<file path="src/rtl/hop_chain_seq.sv">
// Bring-up sequencer for the hop flop chain: staged reset release, idle check, latency probe.
// Optional HOP_SEQ_REVERSE_EN releases the reset domains sink-first (descending index).
module hop_chain_seq #(
  parameter int NUM_RST   = 6,
  parameter int REL_GAP   = 4,
  parameter int CHAIN_LAT = 8,
  parameter int TO_CYCLES = 32,
  parameter int CNT_W     = 6
) (
  input  logic               clock0,
  input  logic               rst1,
  input  logic               go,
  input  logic               chain_out,
  output logic [NUM_RST-1:0] rst_out,
  output logic               start,
  output logic               en,
  output logic               busy,
  output logic               done,
  output logic               pass,
  output logic [CNT_W-1:0]   lat_meas
);

  localparam int KW = (NUM_RST > 1) ? $clog2(NUM_RST) : 1;
  localparam int GW = (REL_GAP > 1) ? $clog2(REL_GAP) : 1;
  localparam logic [KW-1:0]    K_LAST  = KW'(NUM_RST - 1);
  localparam logic [GW-1:0]    G_LAST  = GW'(REL_GAP - 1);
  localparam logic [CNT_W-1:0] CNT_LAT = CNT_W'(CHAIN_LAT);
  localparam logic [CNT_W-1:0] CNT_TO  = CNT_W'(TO_CYCLES);
  localparam logic [CNT_W-1:0] CNT_MAX = '1;

  typedef enum logic [2:0] {IDLE, ASSERT, RELEASE, SETTLE, PULSE, WAIT, REPORT} state_t;

  state_t           state;
  logic [KW-1:0]    step;
  logic [GW-1:0]    gap;
  logic [CNT_W-1:0] cnt;
  logic             dirty;

  // Release step -> domain index
  function automatic logic [KW-1:0] dom(input logic [KW-1:0] k);
`ifdef HOP_SEQ_REVERSE_EN
    return K_LAST - k;
`else
    return k;
`endif
  endfunction

  always_ff @(posedge clock0 or posedge rst1) begin
    if (rst1) begin
      state    <= IDLE;
      rst_out  <= '1;
      start    <= 1'b0;
      en       <= 1'b0;
      busy     <= 1'b0;
      done     <= 1'b0;
      pass     <= 1'b0;
      lat_meas <= '0;
      step     <= '0;
      gap      <= '0;
      cnt      <= '0;
      dirty    <= 1'b0;
    end else begin
      done <= 1'b0;
      case (state)
        IDLE: if (go) begin
          state    <= ASSERT;
          busy     <= 1'b1;
          rst_out  <= '1;
          pass     <= 1'b0;
          lat_meas <= '0;
          dirty    <= 1'b0;
        end
        ASSERT: begin
          state            <= RELEASE;
          step             <= '0;
          gap              <= '0;
          rst_out[dom('0)] <= 1'b0;
        end
        RELEASE: begin
          if (gap == G_LAST) begin
            gap <= '0;
            if (step == K_LAST) begin
              state <= SETTLE;
            end else begin
              step                     <= step + 1'b1;
              rst_out[dom(step + 1'b1)] <= 1'b0;
            end
          end else begin
            gap <= gap + 1'b1;
          end
        end
        SETTLE: begin
          // Any activity on an idle, freshly reset chain marks the run dirty
          if (chain_out) dirty <= 1'b1;
          if (gap == G_LAST) begin
            gap   <= '0;
            state <= PULSE;
            start <= 1'b1;
            en    <= 1'b1;
          end else begin
            gap <= gap + 1'b1;
          end
        end
        PULSE: begin
          state <= WAIT;
          start <= 1'b0;
          cnt   <= CNT_W'(1);
        end
        WAIT: begin
          if (chain_out) begin
            state    <= REPORT;
            lat_meas <= cnt;
            pass     <= (cnt == CNT_LAT) && !dirty;
            done     <= 1'b1;
            en       <= 1'b0;
          end else if (cnt >= CNT_TO) begin
            state    <= REPORT;
            lat_meas <= CNT_MAX;
            pass     <= 1'b0;
            done     <= 1'b1;
            en       <= 1'b0;
          end else if (cnt != CNT_MAX) begin
            cnt <= cnt + 1'b1;
          end
        end
        REPORT: begin
          state <= IDLE;
          busy  <= 1'b0;
        end
        default: state <= IDLE;
      endcase
    end
  end

endmodule

</file>
<file path="config.mk">
export PLATFORM = sky130hd
export DESIGN_NAME = hop_chain_seq
export DESIGN_NICKNAME = d
export VERILOG_FILES = /design/src/rtl/hop_chain_seq.sv
export SDC_FILE = /design/constraint.sdc
export NUM_CORES = 1
export LEC_CHECK = 0
export BUFFER_PORTS_ARGS = -buffer_cell sky130_fd_sc_hd__buf_4
export CAP_MARGIN = 20
export CORE_ASPECT_RATIO = 2
export CORE_MARGIN = 4
export CORE_UTILIZATION = 50
export DETAILED_ROUTE_END_ITERATION = 12
export MAX_ROUTING_LAYER = met4
export PLACE_DENSITY = 0.72
export SYNTH_ARGS = -nofsm -noshare
export SYNTH_HDL_FRONTEND = slang
export SYNTH_SLANG_ARGS = --single-unit
</file>
<file path="constraint.sdc">
create_clock -name clock0 -period 1.7 [get_ports clock0]
set_clock_uncertainty 0.2 [all_clocks]
set_input_delay 0.255 -clock clock0 [delete_from_list [all_inputs] [get_ports clock0]]
set_output_delay 0.255 -clock clock0 [all_outputs]
set_load 0.02 [all_outputs]
</file>
==> run metrics <==
status finished, final reports clean; Yosys top cell area share 40.5%; Final Slew Violations 0; pwr/cell area 1750 nW/µm²; routed wire length 3820 µm; Slew HR 72.8%; Final Setup Violations 0; antenna-violating nets left 0; CP arrival roughly 1.6 ns; share of layout cells above drive strength 1 26.9%; Die X a little under 50 µm; largest net degree at the start of global routing 33; Post-synth ARST share 100%; Routed WL per cell roughly 16 µm; Avg Inst Size Synth 9.34 µm²; number of remaining DRC errors 0; Max Cap Viol 0; vias 1390; Post-synth EDFFs 0; HPWL Detailed 2900 µm; RSZ-0062 raised after global routing true; Peak VDD IR 0.00146 V; Cell Rows 28; count of cell types in the netlist 36; synthesized cell area 1610 µm²; clk buf depth 2; H-Tree Depth 2; vias in the first global route about 1400; clk sinks 32; PortBufs 20; min cycle time layout 1.61 ns; fmax 621 MHz; Hold WC Path Type in2reg; RD Place Congestion 0.823; Fin. Hold Viols 0; DR pass1 iterations 4; area leader, netlist dfrtp_1; CORE AREA approximately 3000 µm²; CTS tree done; area delta synth->final 25.2%; Clock Latency Late Sink approximately 0.28 ns; hold path cells 3; Net Sw Frac a little under two fifths; Total GRT Usage a little over a fifth; Nets about 220; Area contributors post-synth dfrtp_1 40%, dfstp_2 9.8%, o21ai_0 7.8%, ha_1 3.9%, nand3_1 3.4%; Setup crit end kind flop; power share of the combinational group 41.1%; io pins 21; critical path startpoint category flop; Worst Path Class, Setup reg2reg; Worst Tran Pin Value 0.407 ns; internal power between 2 and 2.5 mW; Filler cells about 250; Sequential Power Share 36.5%; final worst slack 0.0884 ns; setup slack at placement -0.0000669 ns; Yosys warning count 0; Clock Power Share 22.4%; final period utilization 94.8%; LEAKAGE 0.950 nW; DRT iter0 DRCs slightly above 40; die area 4240 µm²; Switch Pwr 1.31 mW; synth cell count leaders 26 x dfrtp_1, 25 x o21ai_0, 13 x inv_1, 13 x nand2_1, 13 x nor2_1; Gate Count Post-Synth between 150 and 200; Seq/Total Area, Yosys about half; total grt overflow 0; antenna violations before repair 0; Max FO, Critical Path 5; first-pass GRT wire length just over 6000 µm; cells on worst reg2reg path 4; Starting Density 53.3%; Critical Path RT 1.71 ns; register bit count reported by yosys 32; vias per inst 5.84; Num CTS Buffers 5; ANT cells 0; clk slew on worst S/H paths approximately 0.070 ns; most frequent cell after synthesis dfrtp_1; Die Y 88.2 µm; Net Count, Synth 181; hold slack between 0.1 and 0.15 ns; root buf cell clkbuf_8; Main synth FF type dfrtp_1
## power by group through the flow
stage	combinational [mW]	sequential, mW	clock, mW
after floorplan	0.752	1.38	0
after global placement	1.39	1.27	0
after detailed placement	1.43	1.29	0
after CTS	1.46	1.28	0.808
after global routing	1.60	1.32	0.836
final	1.45	1.29	0.788
## worst max-delay path, cell delays in order, from the launching register on
cell	delay [ns]
dfrtp_2	0.43
ha_2	0.22
xnor2_2	0.18
nand4_1	0.17
o32a_1	0.33
## stage by stage
| step | setup TNS, ns | cells | total power, mW | cell area, µm² | utilization, % |
|---|---|---|---|---|---|
| after CTS | 0 | 238 | 3.55 | 2010 | 66.6 |
| after global placement | 0 | 229 | 2.66 | 1860 | 61.8 |
| after floorplan | 0 | 172 | 2.13 | 1610 | - |
| after global routing | -0.0320 | 238 | 3.75 | 2010 | 66.8 |
| after detailed placement | -0.000108 | 229 | 2.72 | 1860 | 61.8 |
| final | 0 | 238 | 3.52 | 2010 | 66.8 |
## per-layer routing
metal / part of all wire, % / track usage, % / routed length, µm
met2: 60 / 38.2 / 2290
met1: 34 / 19.2 / 1300
met4: 3.4 / 12.0 / 131
met5: 0 / - / 0
met3: 2.8 / 3.50 / 108
## worst paths after layout
check	startpoint	end	slack, ns
max	step[0]	rst_out[1]	0.09
max reg2reg	step[0]	rst_out[1]	0.09
min reg2reg	rst_out[5]	rst_out[5]	0.27
max in group asynchronous	rst1	rst_out[2]	0.56
min	go	busy	0.12
min in group asynchronous	rst1	cnt[3]	0.41
## cell usage in the layout (no fill, tap or decap), types with 6 or more instances in the layout
cell / count
o21ai_0: 24
clkbuf_8: 7
nand2_1: 12
dfstp_2: 6
nand3_1: 11
dfrtp_1: 25
nor2_1: 13
buf_4: 34
a21oi_1: 9
inv_1: 13
## sequential cells by signal (all words and copies together), names as in the netlist
name      count
rst_out       6
dirty         1
state         3
cnt           6
done          1
gap           2
lat_meas      6
start         1
step          3
pass          1
busy          1
en            1
## repair_timing
item / 4_1_cts / 5_1_grt
gates resized for setup: 1 / 4
pin swaps: 0 / 1
hold buffers: 1 / 0
buffers inserted: 0 / 0
setup endpoints to repair: 2 / 5
gates cloned: 0 / 0
endpoints found under the hold margin: 26 / 0
## cells by family after synthesis
group                    Yosys count  synth area share, %
flip-flops                        32                 50.3
multiplexers                       4                 2.49
AND/OR/NAND/NOR                   58                 18.1
adder cells (fa/ha/maj)            5                 3.89
AO/OA/AOI/OAI                     51                 18.7
buffers and inverters             20                 5.37
XOR/XNOR                           2                 1.09
## cell type report
type,count,area [µm²],share of cell area [%]
clock buffer,7,96.3,4.79
clock inverter,1,30.0,1.49
inverter,13,48.8,2.43
multi-input combinational,120,724,36.0
sequential,32,810,40.2
tap,30,37.5,1.87
timing repair buffer,35,265,13.2
Note: power is estimated with default switching activity, not from simulation.
